<file path="config.mk">
export PLATFORM = sky130hd
export DESIGN_NAME = mmio_periph
export DESIGN_NICKNAME = d
export VERILOG_FILES = /design/src/rtl/mmio_periph.sv
export SDC_FILE = /design/constraint.sdc
export NUM_CORES = 1
export LEC_CHECK = 0
export BUFFER_PORTS_ARGS = -buffer_cell sky130_fd_sc_hd__clkbuf_2
export CORE_MARGIN = 2
export CORE_UTILIZATION = 30
export CTS_BUF_LIST = sky130_fd_sc_hd__clkbuf_8
export DETAILED_ROUTE_END_ITERATION = 8
export HOLD_SLACK_MARGIN = 0.06
export PLACE_DENSITY_LB_ADDON = 0.3
export SETUP_SLACK_MARGIN = 0.2
export SLEW_MARGIN = 20
export SYNTH_ARGS = -nofsm -noshare
export SYNTH_HDL_FRONTEND = slang
export SYNTH_SLANG_ARGS = --single-unit
</file>
<file path="constraint.sdc">
create_clock -name i_clk -period 19.7 [get_ports i_clk]
set_input_delay 1.97 -clock i_clk [delete_from_list [all_inputs] [get_ports i_clk]]
set_output_delay 1.97 -clock i_clk [all_outputs]
set_load 0.01 [all_outputs]
</file>
<file path="src/rtl/mmio_periph.sv">
`timescale 1ns/1ps
`default_nettype none
// ============================================================================
// Module  : mmio_periph
// Brief   : Memory-mapped LED/LCD/HEX outputs, synchronised switches, debounced
//           buttons with sticky edge flags and a free-running cycle timer.
//           Optional macro HEX_DECODE_EN: HEX registers hold {blank, nibble}.
// Revision: 1.0
// ============================================================================
module mmio_periph #(
  parameter int NUM_HEX    = 8,
  parameter int LEDR_W     = 17,
  parameter int LEDG_W     = 8,
  parameter int SW_W       = 18,
  parameter int BTN_W      = 4,
  parameter int DEB_CYCLES = 16
) (
  input  logic                 i_clk,
  input  logic                 i_rst,
  input  logic [11:0]          i_addr,
  input  logic [31:0]          i_wdata,
  input  logic [3:0]           i_be,
  input  logic                 i_wren,
  input  logic                 i_rden,
  output logic [31:0]          o_rdata,
  output logic                 o_rvld,
  output logic                 o_err,
  input  logic [SW_W-1:0]      i_io_sw,
  input  logic [BTN_W-1:0]     i_io_btn,
  output logic [LEDR_W-1:0]    o_io_ledr,
  output logic [LEDG_W-1:0]    o_io_ledg,
  output logic [31:0]          o_io_lcd,
  output logic [NUM_HEX*7-1:0] o_io_hex
);

`ifdef HEX_DECODE_EN
  localparam int                 c_hex_w   = 5;
  localparam logic [c_hex_w-1:0] c_hex_rst = 5'h10;
`else
  localparam int                 c_hex_w   = 7;
  localparam logic [c_hex_w-1:0] c_hex_rst = 7'h7F;
`endif
  localparam int                 c_cnt_w   = (DEB_CYCLES > 1) ? $clog2(DEB_CYCLES) : 1;
  localparam logic [c_cnt_w-1:0] c_cnt_max = c_cnt_w'(DEB_CYCLES - 1);

  localparam logic [9:0] c_w_ledr  = 10'd0;
  localparam logic [9:0] c_w_ledg  = 10'd1;
  localparam logic [9:0] c_w_lcd   = 10'd2;
  localparam logic [9:0] c_w_edge  = 10'd3;
  localparam logic [9:0] c_w_sw    = 10'd4;
  localparam logic [9:0] c_w_btn   = 10'd5;
  localparam logic [9:0] c_w_timer = 10'd6;
  localparam int         c_w_hex0  = 16;

  logic [LEDR_W-1:0]                   ledr_q, ledr_d;
  logic [LEDG_W-1:0]                   ledg_q, ledg_d;
  logic [31:0]                         lcd_q, lcd_d;
  logic [31:0]                         timer_q, timer_d;
  logic [NUM_HEX-1:0][c_hex_w-1:0]     hex_q, hex_d;
  logic [SW_W-1:0]                     sw_s1_q, sw_s1_d, sw_s2_q, sw_s2_d;
  logic [BTN_W-1:0]                    btn_s1_q, btn_s1_d, btn_s2_q, btn_s2_d;
  logic [BTN_W-1:0]                    lvl_q, lvl_d;
  logic [BTN_W-1:0]                    edge_q, edge_d;
  logic [BTN_W-1:0][c_cnt_w-1:0]       cnt_q, cnt_d;
  logic [31:0]                         rdata_q, rdata_d;
  logic                                rvld_q, rvld_d;
  logic                                err_q, err_d;

  logic [9:0]         w_word;
  logic [NUM_HEX-1:0] w_hex_sel;
  logic               w_mapped;
  logic [31:0]        w_rdata;
  logic [BTN_W-1:0]   w_edge_clr;
  logic               w_unused;

  assign w_word   = i_addr[11:2];
  assign w_unused = ^i_addr[1:0];

  function automatic logic [31:0] f_merge(input logic [31:0] old_v,
                                          input logic [31:0] wd,
                                          input logic [3:0]  be);
    logic [31:0] r;
    r = old_v;
    for (int l = 0; l < 4; l++) begin
      if (be[l]) r[8*l +: 8] = wd[8*l +: 8];
    end
    return r;
  endfunction

`ifdef HEX_DECODE_EN
  function automatic logic [6:0] f_seg(input logic [3:0] n);
    logic [6:0] s;
    case (n)
      4'h0: s = 7'h40; 4'h1: s = 7'h79; 4'h2: s = 7'h24; 4'h3: s = 7'h30;
      4'h4: s = 7'h19; 4'h5: s = 7'h12; 4'h6: s = 7'h02; 4'h7: s = 7'h78;
      4'h8: s = 7'h00; 4'h9: s = 7'h10; 4'hA: s = 7'h08; 4'hB: s = 7'h03;
      4'hC: s = 7'h46; 4'hD: s = 7'h21; 4'hE: s = 7'h06; default: s = 7'h0E;
    endcase
    return s;
  endfunction
`endif

  always_comb begin
    w_hex_sel = '0;
    for (int k = 0; k < NUM_HEX; k++) begin
      w_hex_sel[k] = (w_word == 10'(c_w_hex0 + k));
    end
    w_mapped = (w_word <= c_w_timer) || (|w_hex_sel);
  end

  // Read mux sees pre-edge state, so a same-cycle write is not visible.
  always_comb begin
    w_rdata = '0;
    case (w_word)
      c_w_ledr:  w_rdata = 32'(ledr_q);
      c_w_ledg:  w_rdata = 32'(ledg_q);
      c_w_lcd:   w_rdata = lcd_q;
      c_w_edge:  w_rdata = 32'(edge_q);
      c_w_sw:    w_rdata = 32'(sw_s2_q);
      c_w_btn:   w_rdata = 32'(lvl_q);
      c_w_timer: w_rdata = timer_q;
      default: begin
        for (int k = 0; k < NUM_HEX; k++) begin
          if (w_hex_sel[k]) w_rdata = 32'(hex_q[k]);
        end
      end
    endcase
  end

  always_comb begin
    ledr_d     = ledr_q;
    ledg_d     = ledg_q;
    lcd_d      = lcd_q;
    timer_d    = timer_q + 32'd1;
    hex_d      = hex_q;
    w_edge_clr = '0;
    sw_s1_d    = i_io_sw;
    sw_s2_d    = sw_s1_q;
    btn_s1_d   = i_io_btn;
    btn_s2_d   = btn_s1_q;
    lvl_d      = lvl_q;
    cnt_d      = '0;

    if (i_wren) begin
      case (w_word)
        c_w_ledr:  ledr_d     = LEDR_W'(f_merge(32'(ledr_q), i_wdata, i_be));
        c_w_ledg:  ledg_d     = LEDG_W'(f_merge(32'(ledg_q), i_wdata, i_be));
        c_w_lcd:   lcd_d      = f_merge(lcd_q, i_wdata, i_be);
        c_w_edge:  w_edge_clr = BTN_W'(f_merge(32'd0, i_wdata, i_be));
        c_w_timer: timer_d    = f_merge(timer_q + 32'd1, i_wdata, i_be);
        default: ;
      endcase
      for (int k = 0; k < NUM_HEX; k++) begin
        if (w_hex_sel[k] && i_be[0]) hex_d[k] = i_wdata[c_hex_w-1:0];
      end
    end

    // Counter runs only while the synchronised input disagrees with the level.
    for (int b = 0; b < BTN_W; b++) begin
      if (btn_s2_q[b] != lvl_q[b]) begin
        if (cnt_q[b] == c_cnt_max) lvl_d[b] = btn_s2_q[b];
        else                       cnt_d[b] = cnt_q[b] + 1'b1;
      end
    end

    edge_d  = (edge_q & ~w_edge_clr) | (lvl_d & ~lvl_q);
    rvld_d  = i_rden;
    rdata_d = i_rden ? w_rdata : rdata_q;
    err_d   = (i_rden || i_wren) && !w_mapped;
  end

  always_ff @(posedge i_clk or posedge i_rst) begin
    if (i_rst) begin
      ledr_q   <= '0;
      ledg_q   <= '0;
      lcd_q    <= '0;
      timer_q  <= '0;
      hex_q    <= {NUM_HEX{c_hex_rst}};
      sw_s1_q  <= '0;
      sw_s2_q  <= '0;
      btn_s1_q <= '0;
      btn_s2_q <= '0;
      lvl_q    <= '0;
      edge_q   <= '0;
      cnt_q    <= '0;
      rdata_q  <= '0;
      rvld_q   <= 1'b0;
      err_q    <= 1'b0;
    end else begin
      ledr_q   <= ledr_d;
      ledg_q   <= ledg_d;
      lcd_q    <= lcd_d;
      timer_q  <= timer_d;
      hex_q    <= hex_d;
      sw_s1_q  <= sw_s1_d;
      sw_s2_q  <= sw_s2_d;
      btn_s1_q <= btn_s1_d;
      btn_s2_q <= btn_s2_d;
      lvl_q    <= lvl_d;
      edge_q   <= edge_d;
      cnt_q    <= cnt_d;
      rdata_q  <= rdata_d;
      rvld_q   <= rvld_d;
      err_q    <= err_d;
    end
  end

  assign o_rdata   = rdata_q;
  assign o_rvld    = rvld_q;
  assign o_err     = err_q;
  assign o_io_ledr = ledr_q;
  assign o_io_ledg = ledg_q;
  assign o_io_lcd  = lcd_q;

  for (genvar k = 0; k < NUM_HEX; k++) begin : g_hex
`ifdef HEX_DECODE_EN
    assign o_io_hex[7*k +: 7] = hex_q[k][4] ? 7'h7F : f_seg(hex_q[k][3:0]);
`else
    assign o_io_hex[7*k +: 7] = hex_q[k];
`endif
  end

endmodule
`default_nettype wire
</file>
; Word-level counts from Yosys, hierarchy flattened
; Cells that the tools add are included.
; Widths: inputs -> output; s select.
[word_totals]
ff_bits = 247
in_bits = 74
out_inout_bits = 147
word_cells = 127
[classes]
add_sub_neg = 5
order_cmp = 1
n_eq_ne = 22
n_mux = 34
n_bitwise = 5
reduce_logical = 30
[ops]
columns = cell, count
row1 = $mux 32, 9
row2 = $pmux 32 s7, 1
row3 = $eq 10x5->1 const B, 8
row4 = $mux 4, 11
row5 = $add 32x1->32 const B, 1
row6 = $mux 8, 4
row7 = $eq 10x3->1 const B, 3
row8 = $reduce_and 3->1, 8
row9 = $eq 10x2->1 const B, 2
row10 = $add 4x1->4 const B, 4
row11 = $eq 4x4->1 const B, 4
row12 = $reduce_and 2->1, 8
row13 = $eq 10x1->1 const B, 1
row14 = $le 10x3->1 const B, 1
row15 = $logic_not 10->1, 1
row16 = $logic_and 1x1->1, 9
row17 = $and 4x4->4, 2
row18 = $mux 1, 8
row19 = $not 4->4, 2
row20 = $reduce_or 8->1, 1
row21 = $mux 7, 1
row22 = $ne 1x1->1, 4
row23 = $or 4x4->4, 1
row24 = $logic_or 1x1->1, 2
row25 = $logic_not 1->1, 1

; Depth between registers and ports, before layout
; Gate-level depths: netlist (run 1).
[logic_depth]
depth_word = 10
depth_mapped = 9
ltp_nobuf = 6

; Worst setup path after synthesis (run 1)
; No wires, ideal clock.
[synth_timing]
path_kind = input-to-reg
startpoint = input i_addr[11]
endpoint = register hex_q, in the netlist o_io_hex[21]
setup_time_ns = 0.082
arrival_time_ns = 3.463
required_ns = 19.618
path_slack_ns = 16.154
cell_stages = 6
path_buffers = 1
cell_sequence = nor3_2 -> nand3_4 -> nor3_1 -> and3_1 -> buf_2 -> mux2_2
[synth_via]
elab_chain_len = 3
[synth_lines]
columns = item, line
row1 = from (decl), 20  ; input logic [11:0] i_addr,
row2 = $eq 10x5->1, 106  ; w_hex_sel[k] = (w_word == 10'(c_w_hex0 + k));
row3 = $logic_and 1x1->1, 154  ; if (w_hex_sel[k] && i_be[0]) hex_d[k] = i_wdata[c_hex_w-1:0];
row4 = $reduce_and 2->1 (no source line), --
row5 = to (signal assigned), 178  ; hex_q <= {NUM_HEX{c_hex_rst}};
row6 = to (decl), 59  ; logic [NUM_HEX-1:0][c_hex_w-1:0] hex_q, hex_d;
; Every way passes these cells.
; A chain may end at the register's enable or synchronous reset.

; Worst setup path after layout (run 1)
[layout_timing]
startpoint = input i_addr[3]
endpoint = register lcd_q[14] (netlist: o_io_lcd[14])
[layout_via]
elab_chain_len = 2
[layout_lines]
columns = item, line
row1 = $eq 10x2->1, 145  ; case (w_word)
row2 = $reduce_and 3->1 (no source line), --
row3 = to (signal assigned), 192  ; lcd_q <= lcd_d;
row4 = to (decl), 57  ; logic [31:0] lcd_q, lcd_d;
; Every way passes these cells.

==> results of run 1 <==
==> layout make-up <==
cell class                      count  area (sq um)  area share (%)
Clock buffer                       56         770.7           5.753
Clock inverter                     26         141.4           1.055
Inverter                           17         71.32          0.5323
Multi-Input combinational cell    581          4434           33.10
Sequential cell                   247          6251           46.66
Tap cell                          468         585.6           4.371
Timing Repair Buffer              225          1144           8.536
==> cell families after synthesis <==
logic type | synth area share [%]
xor gates and xnor gates | 3.111
adders and majority gates | 0.5698
buffers and inverters | 2.826
AOI/OAI and AO/OA | 10.61
muxes | 14.19
DFF | 56.93
and+or+nand+nor | 11.76
==> state kept, by name, summed over array words and instances, names as in the netlist <==
signal,cells
o_rdata,32
o_rvld,1
o_err,1
sw_s1_q,18
sw_s2_q,18
edge_q,4
o_io_lcd,32
o_io_ledr,17
btn_s1_q,4
lvl_q,4
timer_q,32
o_io_ledg,8
btn_s2_q,4
o_io_hex,56
cnt_q,16
==> Yosys cell counts, drive strengths merged, types with 11 or more instances <==
master / number
nor2: 38
o21ai: 38
inv: 17
mux2: 127
a221oi: 13
nor3: 22
clkbuf: 34
nor2b: 11
nand3: 35
nand4: 11
buf: 19
o2bb2ai: 17
nand2: 61
a21oi: 36
xnor2: 32
a22oi: 29
dfrtp: 191
dfstp: 56
==> through the flow <==
step	setup WS, ps	cell area [sq um]	power (W)
after CTS	15330	13390	0.001130
after global placement	14690	12470	0.0006208
after detailed placement	14650	12470	0.0006219
after global routing	15160	13400	0.001156
after floorplan	11040	10980	0.0005895
final	15290	13400	0.001107
==> layer usage <==
layer,up-vias,track usage [%]
met4,0,6.559
met5,-,0
met1,4265,25.89
met2,268,27.22
met3,63,4.093
li1,3739,-
==> critical path, delay by kind of cell <==
kind	cells	cell delay (ps)
multiplexers	1	360
buffers and inverters	2	990
AND/OR/NAND/NOR	3	1530
==> final timing paths <==
path / endpoint / cells past startpoint
hold / removal: sw_s2_q[8] / 0
setup / recovery: o_io_lcd[14] / 6
setup reg to reg: timer_q[31] / 5
max in group asynchronous: o_rdata[29] / 3
min in group asynchronous: sw_s1_q[15] / 2
hold reg to reg: sw_s2_q[8] / 0
==> power breakdown <==
part | switching, W | total, W | internal (W)
logic | 0.0000438 | 0.0000678 | 0.0000239
registers | 0.0000186 | 0.000545 | 0.000527
clock network | 0.000224 | 0.000494 | 0.000269
total | 0.000287 | 0.00111 | 0.000820
==> reports/metrics.yaml, run 1 <==
via_count: 8335
wl_met3_microns: 2150
synth_top_cell_by_area: "dfrtp_1"
worst_path_max_delay_cell: "nor4_4"
ios: 221
grt_pass1_wl_microns: 52560
met1_length_microns: 16330
wl_microns: 34720
synth-edff-count: 0
area_growth_pct: 22.03
clock_sinks: 247
path_clk_slew_ps: 50
p_leak_nw: 6.167
hold_class: "flop to flop"
avgSynthCellArea_sq_um: 12.23
min_period_ps: 4406
drt_first_iter_violations: 466
synth_nets: 977
cts_tree: "built"
yosys-top-cells-area: "dfrtp_1, dfstp_2, mux2_2"
ys.flop_type: "dfrtp_1"
grt_setup_unrepaired: "false"
drtAntennaViolNets: 0
slowest_delay_ps: 780
antenna_found_initial: 2
p_per_area_nw_per_um2: 82.63
finalSetupViolations: 0
layout_commonest_cell: "clkbuf_2"
fin_cells: 1620
vias_per_cell: 5.145
die_area_sq_um: 38140
synth_area_sq_um: 10980
yosys_register_bits: 247
layout.nets: 1197
synth-async-reset-ratio_pct: 100.0
drc_errors: 0
wire_per_inst_microns: 21.43
regToRegSetupSlack_ps: 17420
diodes: 0
die_h_microns: 195.3
die_x_microns: 195.3
fp-row-count: 70
drv_cap: 0
htreeDepth: 2
cts_root_buf: "clkbuf_8"
fin_setup_tns_ps: 0
placed_cells: 1538
fin_hold_ws_ps: 345.9
crit_fanout: 30
fin_crit_sh_pct: 22.37
grt_pass1_vias: 8443
slew_violations: 0
worstReg2RegStart: "timer_q[8]"
critPathKind: "input pin to flop"
drive_above_1_share_pct: 42.80
min-delay-start: "sw_s1_q[8]"
slew-limit-headroom_pct: 33.26
ctsHoldBuffers: 0
yosysTopAreaCellShare_pct: 43.53
yosysSeqAreaShare_pct: 56.93
synthCells: 898
grt_remaining_overflow: 0
max_slew.worst_pin.slew_ps: 995.6
crit_chain: "clkbuf_2 > nand2b_1 > nor4_4 > buf_4 > nand3_2 > mux2_2"
cts_resized: 0
layout_common_cells: "clkbuf_2, dfrtp_1, mux2_2"
hpwl_microns: 24010
wl_met2_microns: 15300
dr.pass1.iters: 5
cts_setup_buffers: 0
cts_buffer_depth: 3
initial_core_util_pct: 30.21
worstSetupStartpoint: "i_addr[3]"
fmaxAchievable_ghz: 0.2270
clk-insertion-delay-late_ps: 620
irDropWorstVdd_v: 0.00004102
port_buffers: 218
ys_types: 66
highest_layer: "met4"
gp_congestion: 0.7839
arrival_ps: 4880
worstSetupStartpointType: "input pin"
final_util_pct: 36.86
cts_buffers: 46
core_area_sq_um: 36350
hold_viol_final: 0
required_ps: 20180
final.fill_count: 3629
worstSetupEndpointType: "flop"
finalClockSkew_ps: 37.70
grt_max_degree: 118
synth_warnings: 0
groute.usage.overall_pct: 18.22
status: "finished clean"
No activity file was read; power rests on OpenSTA's default activity.
==> run 2: changes to the inputs <==
--- a/config.mk
+++ b/config.mk
@@ -5,6 +5,7 @@
 export SDC_FILE = /design/constraint.sdc
 export NUM_CORES = 1
 export LEC_CHECK = 0
+export ABC_AREA = 1
 export BUFFER_PORTS_ARGS = -buffer_cell sky130_fd_sc_hd__clkbuf_2
 export CORE_MARGIN = 2
 export CORE_UTILIZATION = 30
==> constraint.sdc (replaced) <==
create_clock -name i_clk -period 4.3 [get_ports i_clk]
set_input_delay 0.43 -clock i_clk [delete_from_list [all_inputs] [get_ports i_clk]]
set_output_delay 0.43 -clock i_clk [all_outputs]
set_load 0.01 [all_outputs]
==> reports/metrics.yaml, run 2 <==
slew-limit-headroom_pct: 31.30  # -2.0 points
ctsHoldBuffers: 23  # +23
layout_common_cells: "nand2_1, clkbuf_2, dfrtp_1"
worstSetupStartpointType: "input pin"
cts_setup_buffers: 0  # unchanged
clk-insertion-delay-late_ps: 570  # -50 ps
p_leak_nw: 6.960  # +13%
min_period_ps: 2555
port_buffers: 218  # unchanged
initial_core_util_pct: 30.61  # +0.41 points
grt_setup_unrepaired: "false"
yosysTopAreaCellShare_pct: 42.44  # -1.1 points
synth-async-reset-ratio_pct: 100.0  # unchanged
ios: 221  # unchanged
grt_pass1_wl_microns: 57840  # +10%
synth-edff-count: 0  # unchanged
core_area_sq_um: 36790  # +1.2%
use_met3_pct: 4.923  # +0.83 points
synth_compound_area_share_pct: 10.27  # -0.34 points
fmaxAchievable_ghz: 0.3915
cts_buffer_depth: 3  # unchanged
arrival_ps: 3010  # -1870 ps
yosysSeqAreaShare_pct: 55.51  # -1.4 points
fin_hold_ws_ps: 53.89  # -292.1 ps
clock_sinks: 247  # unchanged
synth_nets: 1393  # +43%
fin_setup_tns_ps: 0  # unchanged
synth-simple-area-share_pct: 24.32  # +13 points
met2_usage_pct: 30.02  # +2.8 points
die_h_microns: 197.7  # +1.2%
layout_commonest_cell: "nand2_1"
multi_input_area_sq_um: 4267  # -3.8%
finalSetupViolations: 0  # unchanged
largest_reg_flops: 56  # unchanged
antenna_found_initial: 0  # -2
wl_microns: 37560  # +8.2%
ys_types: 44  # -33%
cts_resized: 0  # unchanged
synth_adder_area_share_pct: 0.5556  # -0.014 points
placed_cells: 1981  # +29%
irDropWorstVdd_v: 0.0001861  # +350%
dr.pass1.iters: 6  # +1
hold_class: "input pin to asynchronous set/reset pin"
die_area_sq_um: 39100  # +2.5%
crit_chain: "clkbuf_2 > nor2_4 > nand2_2 > nor2_2 > inv_2 > nor2_2 > nand2_1 > o21ai_0"
crit_fanout: 24  # -20%
synth_area_sq_um: 11260  # +2.6%
regToRegSetupSlack_ps: 1950  # -15,470 ps
synth_xor_area_share_pct: 1.944  # -1.2 points
worst_path_max_delay_cell: "nor2_2"
vias_per_cell: 4.751  # -7.7%
ys.flop_type: "dfrtp_1"
grt_max_degree: 148  # +25%
die_x_microns: 197.7  # +1.2%
synth_top_cell_by_area: "dfrtp_1"
drive_above_1_share_pct: 25.48  # -17 points
worstSetupEndpointType: "flop"
status: "finished clean"
synthCells: 1314  # +46%
drv_cap: 0  # unchanged
max_slew.worst_pin.slew_ps: 1027  # +31.09 ps
fp-row-count: 70  # unchanged
cts_buffers: 45  # -2.2%
yosys-top-cells-area: "dfrtp_1, nand2_1, dfstp_2"
wire_per_inst_microns: 18.01  # -16%
path_clk_slew_ps: 60  # about the same
avgSynthCellArea_sq_um: 8.570  # -30%
layout.nets: 1662  # +39%
fin_crit_sh_pct: 59.41
drt_first_iter_violations: 733  # +57%
area_growth_pct: 25.11
muxShareOfSynthArea_pct: 0.8000  # -13 points
p_per_area_nw_per_um2: 372.2  # +350%
hpwl_microns: 27660  # +15%
met1_usage_pct: 26.35  # +0.46 points
synth_warnings: 0  # unchanged
slew_violations: 0  # unchanged
via_count: 9905  # +19%
groute.usage.overall_pct: 19.31  # +1.1 points
crit_top_cell: "nor2_2"
yosysMostFrequentCell: "nand2_1"
htreeDepth: 2  # unchanged
grt_pass1_vias: 9854  # +17%
gr-max-usage-layer: "met2"
gp_congestion: 0.8673  # +11%
required_ps: 4750  # -15,430 ps
slowest_delay_ps: 620  # -160 ps
hold_viol_final: 0  # unchanged
drtAntennaViolNets: 0  # unchanged
drc_errors: 0  # unchanged
cts_tree: "built"
yosys_register_bits: 247  # unchanged
worstSetupStartpoint: "i_addr[11]"
critPathKind: "input pin to flop"
diodes: 0  # unchanged
synth_top_family_by_area: "simple AND/OR/NAND/NOR gates"
cts_root_buf: "clkbuf_8"
finalClockSkew_ps: 16.72  # -20.97 ps
grt_remaining_overflow: 0  # unchanged
fin_cells: 2085  # +29%
yosys-top-cells-count: "nand2_1, dfrtp_1, o21ai_0"
worstReg2RegStart: "timer_q[0]"
final.fill_count: 3795  # +4.6%
ff_latch_area_sq_um: 6251  # unchanged
finalPower_w: 0.005244  # +370%
==> run 2: cell count changes after synthesis, sizes merged, moves of 24 or more <==
cell | before | now
a22oi | 29 | 1
clkbuf | 34 | 8
inv | 17 | 151
mux2 | 127 | 7
nand2 | 61 | 408
nand3 | 35 | 59
nor2 | 38 | 97
o21ai | 38 | 170
xnor2 | 32 | 7
==> run 2: cell families after synthesis <==
group	after synthesis
muxes	7
adders and majority gates	5
and+or+nand+nor	633
DFF	247
buffers and inverters	183
xor gates and xnor gates	25
AOI/OAI and AO/OA	214
==> run 2: worst paths after layout <==
check | endpoint | depth (start not counted)
max | o_io_ledr[1] | 8
min | o_rdata[1] | 3
max reg2reg | timer_q[24] | 8
min reg2reg | sw_s2_q[17] | 0
max in group asynchronous | sw_s2_q[15] | 3
min in group i_clk | timer_q[21] | 3
==> run 2: where the power goes <==
group	leakage (nW)	switching [W]	internal, W
sequential	3.02	0.0000644	0.00240
combinational	3.39	0.000222	0.000106
clock	0.555	0.00101	0.00143
==> run 2: worst max-delay path: cells and delay by family <==
kind,cells,cell delay [ps]
compound gates,1,360
buf+inv,2,190
simple gates,5,2020
==> run 2: final cells by class <==
type	count	area share, %
Clock inverter	24	1.492
Sequential cell	247	44.37
Clock buffer	57	5.568
Inverter	154	4.130
Multi-Input combinational cell	884	30.28
Timing Repair Buffer	251	10.00
Tap cell	468	4.156
==> run 2: stage by stage <==
stage / utilization [%] / setup slack (ps) / area, sq um
2_1_floorplan: - / 670.0 / 11260
3_3_place_gp: 34.97 / 1283 / 12860
3_5_place_dp: 34.97 / 1237 / 12860
5_1_grt: 38.30 / 1566 / 14090
6_report: 38.30 / 1745 / 14090
4_1_cts: 38.30 / 1812 / 14090
==> run 2: metal layers <==
metal	share of wire (%)	routed length, microns
met1	46	17170
met2	45	16790
met3	7.0	2630
met4	2.6	970
met5	0	0
==> run 3: changes to the inputs <==
==> constraint.sdc (replaced) <==
create_clock -name i_clk -period 2.5 [get_ports i_clk]
set_input_delay 0.25 -clock i_clk [delete_from_list [all_inputs] [get_ports i_clk]]
set_output_delay 0.25 -clock i_clk [all_outputs]
set_load 0.01 [all_outputs]
==> reports/metrics.yaml, run 3 (synthesis gave the netlist of run 2 again) <==
clk-insertion-delay-late_ps: 580  # about the same
cp_top_family: "simple AND/OR/NAND/NOR gates"
drtAntennaViolNets: 0  # unchanged
grt_setup_unrepaired: "false"
fmaxAchievable_ghz: 0.4616
worstSetupStartpointType: "flop"
cts_root_buf: "clkbuf_8"
dr.pass1.iters: 5  # -1
layout.nets: 1710  # +2.9%
ios: 221  # unchanged
fin_crit_sh_pct: 86.65
min-delay-start: "i_be[3]"
cts_buffer_depth: 3  # unchanged
clock_sinks: 247  # unchanged
wire_per_inst_microns: 17.72  # -1.6%
regToRegSetupSlack_ps: 330  # -1620 ps
grt_pass1_vias: 9939  # +0.86%
initial_core_util_pct: 30.61  # unchanged
place_area_sq_um: 13010  # +1.2%
hold_viol_final: 0  # unchanged
worstSetupStartpoint: "timer_q[0]"
groute.usage.overall_pct: 19.41  # +0.099 points
required_ps: 2950  # -1800 ps
p_per_area_nw_per_um2: 614.5  # +65%
cts_buffers: 45  # unchanged
drv_cap: 0  # unchanged
final.fill_count: 3703  # -2.4%
worst_path_max_delay_cell: "dfrtp_1"
hold_class: "input pin to flop"
finalSetupViolations: 0  # unchanged
worstSetupEndpointType: "flop"
crit_fanout: 5  # -79%
crit_top_cell: "nand3_1"
largest_reg_flops: 56  # unchanged
port_buffers: 218  # unchanged
via_count: 10070  # +1.6%
grt_pass1_wl_microns: 57820  # about the same
fp-row-count: 70  # unchanged
status: "finished clean"
layout_common_cells: "nand2_1, clkbuf_2, dfrtp_1"
fin_setup_tns_ps: 0  # unchanged
die_x_microns: 197.7  # unchanged
critPathKind: "flop to flop"
p_leak_nw: 7.175  # +3.1%
max_slew.worst_pin.slew_ps: 640.7  # -386.0 ps
vias_per_cell: 4.716  # -0.73%
ctsHoldBuffers: 56  # +140%
slew_violations: 0  # unchanged
drc_errors: 0  # unchanged
crit_chain: "ha_1 > nand3_1 > nor2_1 > nand3_1 > nor4_1 > xor2_1 > nand2_1 > o21ai_0"
cts_setup_buffers: 0  # unchanged
worstReg2RegStart: "timer_q[0]"
cts_resized: 0  # unchanged
drive_above_1_share_pct: 25.63  # +0.15 points
core_area_sq_um: 36790  # unchanged
path_clk_slew_ps: 60  # about the same
drt_first_iter_violations: 651  # -11%
area_growth_pct: 29.23
grt_remaining_overflow: 0  # unchanged
die_h_microns: 197.7  # unchanged
layout_commonest_cell: "nand2_1"
wl_microns: 37840  # +0.74%
irDropWorstVdd_v: 0.0003244  # +74%
hpwl_microns: 28090  # +1.6%
htreeDepth: 2  # unchanged
path_buf_inv: 0  # -2
slowest_delay_ps: 460  # -160 ps
min_period_ps: 2166
design_area_sq_um: 14550  # +3.3%
die_area_sq_um: 39100  # unchanged
antenna_found_initial: 1  # +1
grt_max_degree: 92  # -38%
arrival_ps: 2620  # -390 ps
slew-limit-headroom_pct: 56.89  # +26 points
finalClockSkew_ps: 26.24  # +9.511 ps
gp_congestion: 0.9019  # +4.0%
cts_tree: "built"
run 3: cell count changes in the layout (fill, tap and decap cells not counted):
cell	before	now
buf_4	9	21
clkbuf_8	57	63
buf_12	1	4
bufinv_16	4	1
dlygate4sd3_1	23	56
diode_2	0	1
inv_1	156	157
clkinv_2	9	6
run 3: per-stage QoR:
stage	power (W)	setup WS (ps)	hold WS [ps]	cells	utilization, %
finish	0.008943	333.6	100.8	2135	39.56
global route	0.009325	224.4	96.86	2135	39.56
CTS	0.009057	399.1	85.62	2134	39.55
detailed placement	0.004866	317.2	292.3	1996	35.38
global placement	0.004860	361.4	298.6	1996	35.38
floorplan	0.004595	-950.0	281.4	1314	-
run 3: final timing paths:
check	endpoint	cells after the start
setup / recovery	timer_q[24]	8
hold / removal	o_io_lcd[26]	3
setup reg to reg	timer_q[24]	8
hold reg to reg	sw_s2_q[9]	0
max in group asynchronous	o_io_hex[1]	4
min in group asynchronous	o_err	3
run 3: cell type report:
| cell class | instances | area, sq um | share of cell area [%] |
|---|---|---|---|
| Multi-Input combinational cell | 884 | 4267 | 29.32 |
| Timing Repair Buffer | 299 | 1889 | 12.98 |
| Sequential cell | 247 | 6251 | 42.95 |
| Antenna cell | 1 | 2.502 | 0.01720 |
| Clock inverter | 19 | 108.9 | 0.7480 |
| Inverter | 154 | 581.8 | 3.998 |
| Clock buffer | 63 | 867.1 | 5.958 |
| Tap cell | 468 | 585.6 | 4.024 |
run 3: where the power goes:
part	switching, W	internal [W]	total (W)	leakage [nW]
logic	0.000393	0.000225	0.000618	3.61
registers	0.000113	0.00414	0.00425	3.02
clock network	0.00174	0.00233	0.00408	0.549
run 3: per-layer routing:
| layer | global-route usage (%) | wire, microns | part of all wire (%) |
|---|---|---|---|
| met1 | 26.72 | 17370 | 46 |
| met2 | 30.24 | 16950 | 45 |
| met3 | 4.292 | 2386 | 6.3 |
| met4 | 6.572 | 1124 | 3.0 |
| met5 | 0 | 0 | 0 |
run 3: tightest hold or removal path, stage by stage:
cell and delay (ps):
clkbuf_2 120, nand3_4 210, o21ai_2 60
